<file path="src/rtl/conta_pkg.sv">
// Shared types and constants for the three-decade BCD counter and the seven-segment stage.
package conta_pkg;

  typedef logic [3:0] bcd_t;

  localparam bcd_t BCD_MAX = 4'd9;
  localparam int   NDIG    = 3;

  // Next value of one decade for a single step. An illegal code (10..15)
  // falls back to 0 so a corrupted cell heals on its next step.
  function automatic bcd_t bcd_next(input bcd_t q, input logic up_dn);
    bcd_t r;
    if (q > BCD_MAX) begin
      r = '0;
    end else if (up_dn) begin
      r = (q == BCD_MAX) ? bcd_t'(0) : bcd_t'(q + 4'd1);
    end else begin
      r = (q == bcd_t'(0)) ? BCD_MAX : bcd_t'(q - 4'd1);
    end
    return r;
  endfunction

endpackage

</file>
<file path="src/rtl/bcd_digit.sv">
// One BCD decade cell of the up/down counter chain.
// Ports:
//   clk, rst  - clock, synchronous active-high reset
//   clr       - synchronous clear to 0 (beats a coincident step)
//   en        - count step strobe shared by all decades
//   up_dn     - 1 = count up, 0 = count down
//   cin       - carry/borrow from the lower decade (tie 1 for the units cell)
//   q         - registered BCD digit
//   cout      - combinational carry/borrow into the next decade
module bcd_digit
  import conta_pkg::*;
(
  input  logic clk,
  input  logic rst,
  input  logic clr,
  input  logic en,
  input  logic up_dn,
  input  logic cin,
  output bcd_t q,
  output logic cout
);

  bcd_t q_q;
  bcd_t q_d;

  // Digit advances only when the step reaches this decade through the carry chain.
  always_comb begin
    q_d = q_q;
    if (clr) begin
      q_d = '0;
    end else if (en && cin) begin
      q_d = bcd_next(q_q, up_dn);
    end
  end

  always_ff @(posedge clk) begin
    if (rst) begin
      q_q <= '0;
    end else begin
      q_q <= q_d;
    end
  end

  assign q    = q_q;
  assign cout = en & cin & (up_dn ? (q_q == BCD_MAX) : (q_q == bcd_t'(0)));

endmodule

</file>
<file path="src/rtl/bcd_counter_3d.sv">
// Three-decade BCD up/down counter (000..999) with run/stop pushbutton and prescaler.
// Ports:
//   clk      - system clock
//   rst      - synchronous reset, active-high, overrides everything
//   run_btn  - asynchronous run/stop button; each rising edge toggles running
//   up_dn    - count direction (1 = up), sampled on the step edge
//   clr      - synchronous clear of digits, prescaler and pulses
//   d1/d2/d3 - units / tens / hundreds BCD digits
//   running  - 1 while counting
//   tick_o   - 1-cycle pulse aligned with newly stepped digits
//   wrap_o   - 1-cycle pulse with tick_o when the step wrapped 999<->000
module bcd_counter_3d
  import conta_pkg::*;
#(
  parameter int unsigned CLK_DIV = 10_000_000
) (
  input  logic       clk,
  input  logic       rst,
  input  logic       run_btn,
  input  logic       up_dn,
  input  logic       clr,
  output logic [3:0] d1,
  output logic [3:0] d2,
  output logic [3:0] d3,
  output logic       running,
  output logic       tick_o,
  output logic       wrap_o
);

  localparam int unsigned PRE_W = $clog2(CLK_DIV + 1);
  localparam logic [PRE_W-1:0] PRE_LAST = PRE_W'(CLK_DIV - 1);

  logic             s1_q, s1_d;
  logic             s2_q, s2_d;
  logic             prev_q, prev_d;
  logic             running_q, running_d;
  logic [PRE_W-1:0] pre_q, pre_d;
  logic             tick_q, tick_d;
  logic             wrap_q, wrap_d;

  logic             btn_rise_c;
  logic             step_c;
  logic             wrap_c;
  logic [NDIG:0]    carry;
  bcd_t             dig [NDIG];

  // Next-state logic for synchroniser, run toggle, prescaler and output pulses.
  always_comb begin
    s1_d      = run_btn;
    s2_d      = s1_q;
    prev_d    = s2_q;
    btn_rise_c = s2_q & ~prev_q;
    running_d = running_q ^ btn_rise_c;

    // Step decision uses the registered running, so a stop edge landing on
    // the terminal count still lets that final step through.
    step_c = running_q & (pre_q == PRE_LAST);

    pre_d = pre_q;
    if (clr) begin
      pre_d = '0;
    end else if (running_q) begin
      pre_d = step_c ? '0 : PRE_W'(pre_q + PRE_W'(1));
    end

    tick_d = step_c & ~clr;
    wrap_d = wrap_c & ~clr;
  end

  always_ff @(posedge clk) begin
    if (rst) begin
      s1_q      <= 1'b0;
      s2_q      <= 1'b0;
      prev_q    <= 1'b0;
      running_q <= 1'b0;
      pre_q     <= '0;
      tick_q    <= 1'b0;
      wrap_q    <= 1'b0;
    end else begin
      s1_q      <= s1_d;
      s2_q      <= s2_d;
      prev_q    <= prev_d;
      running_q <= running_d;
      pre_q     <= pre_d;
      tick_q    <= tick_d;
      wrap_q    <= wrap_d;
    end
  end

  // Decade chain: units always sees the step, higher decades only on carry/borrow.
  assign carry[0] = 1'b1;

  for (genvar g = 0; g < NDIG; g++) begin : g_dig
    bcd_digit u_digit (
      .clk   (clk),
      .rst   (rst),
      .clr   (clr),
      .en    (step_c),
      .up_dn (up_dn),
      .cin   (carry[g]),
      .q     (dig[g]),
      .cout  (carry[g+1])
    );
  end

  assign wrap_c = carry[NDIG];

  assign d1      = dig[0];
  assign d2      = dig[1];
  assign d3      = dig[2];
  assign running = running_q;
  assign tick_o  = tick_q;
  assign wrap_o  = wrap_q;

  // Digits stay in BCD range and a wrap pulse never appears without its tick.
  a_digits_bcd : assert property (@(posedge clk) disable iff (rst)
    (d1 <= BCD_MAX) && (d2 <= BCD_MAX) && (d3 <= BCD_MAX));
  a_wrap_has_tick : assert property (@(posedge clk) disable iff (rst)
    wrap_o |-> tick_o);

endmodule

</file>
<file path="config.mk">
export PLATFORM = sky130hd
export DESIGN_NAME = bcd_counter_3d
export DESIGN_NICKNAME = d
export VERILOG_FILES = /design/src/rtl/conta_pkg.sv /design/src/rtl/bcd_digit.sv /design/src/rtl/bcd_counter_3d.sv
export SDC_FILE = /design/constraint.sdc
export NUM_CORES = 1
export LEC_CHECK = 0
export BUFFER_PORTS_ARGS = -buffer_cell sky130_fd_sc_hd__buf_2
export CAP_MARGIN = 20
export CORE_ASPECT_RATIO = 1.2
export CORE_MARGIN = 3
export CORE_UTILIZATION = 38
export DETAILED_ROUTE_END_ITERATION = 8
export GPL_TIMING_DRIVEN = 0
export PLACE_DENSITY_LB_ADDON = 0.12
export SYNTH_ARGS = -nofsm -noshare
export SYNTH_HDL_FRONTEND = slang
export SYNTH_SLANG_ARGS = --single-unit
</file>
<file path="constraint.sdc">
create_clock -name clk -period 3.8 [get_ports clk]
set_clock_uncertainty 0.2 [all_clocks]
set_input_delay 0.19 -clock clk [delete_from_list [all_inputs] [get_ports clk]]
set_output_delay 0.19 -clock clk [all_outputs]
set_load 0.01 [all_outputs]
</file>
==> qor.csv <==
stage,metric,value,unit
status,outcome,"finished, final reports clean",
cells_and_area,final net count,351,
placed_design,Placed Instance Area,2760,um^2
route,vias per cell,5.60,
pwr,clock share of power,47.6,%
global_routing,vias in the first global route,2263,
placed_design,HPWL after DPL,4.34,mm
cells_and_area,# fillers,698,
route,routed via count,2368,
synth,ys flop type,dfxtp_1,
sta,fin. max-slew vios,0,
sta,final worst path period need,2530,ps
cells_and_area,Reg area,841,um^2
pwr,Switching Fraction,22.0,%
sta,Worst Max-Slew Pin Slew,524,ps
clock_tree,Post-CTS Setup Repair Bufs,0,
synth,most common cell in the netlist,dfxtp_1,
sta,RSZ-0062 raised after global routing,false,
die,die area,7740,um^2
synth,synthesized instance count,308,
synth,share of the synthesized area in the top cell type,32.9,%
pwr,Leak Pwr,1.01,nW
die,Die X,80.8,um
route,WL/cell,14.7,um
synth,post-synth top area cell,dfxtp_1,
worst_setup_path,Critical R2R Launch,pre_q[0],
pwr,sequential share of power,48.0,%
route,number of DRC markers in iteration 0,85,
worst_setup_path,Setup crit end kind,flop,
clock_tree,worst skew pair latency,300,ps
die,Row Count,32,
placed_design,GPL Wtd Cong,0.826,
synth,Cell variety after synth,58,
clock_tree,clk slew on worst S/H paths,90,ps
global_routing,GRT Residual Overflow,0,
clock_tree,H-tree depth,2,
pwr,P_sw,0.000203,W
cells_and_area,post-route cell area,2920,um^2
global_routing,Total GRT Usage,17.6,%
synth,syn_nets,322,
pwr,P_int,0.000720,W
synth,Yosys warning count,0,
route,post-route ant nets,0,
sta,Finish-stage setup viols,0,
worst_setup_path,Crit Path Category,reg -> reg,
route,drt drc,0,
route,WL final,6.23,mm
pwr,maximum vdd drop,0.000167,V
global_routing,initial antenna violation count,0,
die,io pins,20,
worst_setup_path,Arrival @ worst endpoint,2510,ps
clock_tree,CTS tree,done,
placed_design,input/output buffers,19,
clock_tree,CTS Buf Count,5,
run,MaxCap Viol Count,0,
cells_and_area,Syn-to-layout area delta,14.5,%
synth,cell area after synthesis,2550,um^2
pwr,combinational fraction of design power,4.4,%
synth,synth top area cells,"dfxtp_1, o21ai_0, ha_1",
global_routing,first-pass GRT wire length,10.7,mm
clock_tree,deepest clock path buffer count,2,
synth,synth cell count leaders,"dfxtp_1, nor2_1, o21ai_0",
sta,Final Hold Viols,0,
worst_setup_path,Startpoint Class,flop,
worst_setup_path,CP max FO,10,
cells_and_area,area of the multi-input gates,1570,um^2
die,Starting Density,39.4,%
synth,Post-synth ARST share,0,%
synth,Mean Syn Cell Area,8.29,um^2
sta,Max-slew headroom,65.1,%
synth,Post-synth EDFFs,0,
synth,sequential-to-total area share from yosys stat,32.9,%
route,Pre-Repair DR Iteration Count,4,
cells_and_area,ANT cells,0,
worst_setup_path,CP startpoint,pre_q[0],
die,Core Footprint,6490,um^2
clock_tree,clk sink count,42,
cells_and_area,share of layout cells above drive strength 1,13.3,%
die,Die H,95.8,um
pwr,Pwr Density,316,nW/um^2
global_routing,largest net degree at the start of global routing,15,
sta,Max Clk Rate,396,MHz
min_path,Worst Hold Class,in -> reg,
synth,"FF+latch count, synth",42,
min_path,Worst Min Path Start,clr,
clock_tree,Root Buffer,clkbuf_8,
sta,total negative setup slack,0,ps
sta,Final Cycle Share,66.5,%
worst_setup_path,"Req. time, crit path",3780,ps
final cells by class:
| class | instances | share of cell area [%] |
|---|---|---|
| multi-input combinational | 234 | 53.9 |
| clock buffer | 5 | 2.35 |
| buffer | 24 | 3.72 |
| tap | 85 | 3.64 |
| inverter | 8 | 1.03 |
| timing repair buffer | 22 | 4.28 |
| clock inverter | 3 | 2.35 |
| sequential | 42 | 28.8 |
power by group through the flow:
stage / logic [W] / registers [W] / clock network, W
floorplan: 0.0000255 / 0.000453 / 0
global placement: 0.0000388 / 0.000453 / 0
detailed placement: 0.0000383 / 0.000453 / 0
CTS: 0.0000408 / 0.000443 / 0.000448
global route: 0.0000456 / 0.000443 / 0.000470
finish: 0.0000406 / 0.000443 / 0.000440
timing repair:
item / CTS / global route
hold buffers: 3 / 0
hold endpoints to repair: 4 / 0
gates resized for setup: 0 / 0
cell usage in the layout (no fill, tap or decap), types with 6 or more instances in the layout:
cell type,synthesis,final
a21oi_1,20,20
xnor2_1,6,6
nor2_1,25,25
dfxtp_1,42,42
o31ai_1,6,6
nand3_1,13,13
nand2_1,14,14
inv_1,8,8
nor2b_1,6,6
ha_1,9,9
clkbuf_1,20,20
o21ai_0,23,23
nor4_1,7,7
buf_2,0,19
xor2_1,6,6
or3_1,11,11
state kept, by name, indices dropped and copies added, names as in the netlist:
register / flops
prev_q: 1
tick_o: 1
prev_d: 1
g_dig.u_digit.q: 12
pre_q: 24
wrap_o: 1
s1_q: 1
running: 1
path summary, 6_finish.rpt:
kind,end,cells after the start,slack [ps]
worst max register to register,g_dig[1].u_digit.q[3],7,1270
worst max-delay path,g_dig[1].u_digit.q[3],7,1270
worst min-delay path,g_dig[0].u_digit.q[3],3,40
worst min register to register,prev_d,1,250
worst max-delay path: stages, from the launching register on:
cell and delay, ps:
dfxtp_1 400, ha_1 220, nand3_2 140, or4_4 570
buf_6 140, clkbuf_1 220, o311ai_1 380, o41ai_2 130
metrics by stage:
step	utilization [%]	hold WS [ps]	setup slack, ps	instances	total power (W)
6_report	45.1	36.0	1270	423	0.000923
5_1_grt	45.1	39.9	1020	423	0.000959
4_1_cts	45.1	27.4	1240	423	0.000931
3_5_place_dp	42.5	216	1270	412	0.000492
3_3_place_gp	42.5	208	1280	412	0.000492
2_1_floorplan	-	61.6	1450	308	0.000479
logic make-up after synthesis:
| logic type | count (synthesis) | synth area share [%] |
|---|---|---|
| buf+inv | 32 | 5.44 |
| mux | 6 | 2.50 |
| flops | 42 | 32.9 |
| fa+ha+maj | 9 | 4.41 |
| xor+xnor | 12 | 4.12 |
| compound gates | 75 | 19.4 |
| simple gates | 132 | 31.2 |
routing by layer:
layer / vias up / part of all wire (%) / routed length [um] / global-route usage (%)
met3: 8 / 3.2 / 198 / 3.46
met1: 1116 / 47 / 2920 / 21.6
met2: 36 / 48 / 3020 / 29.9
met5: - / 0 / 0 / 0
li1: 1208 / - / - / -
met4: 0 / 1.5 / 96 / 7.04
No activity file was read; power rests on OpenSTA's default activity.
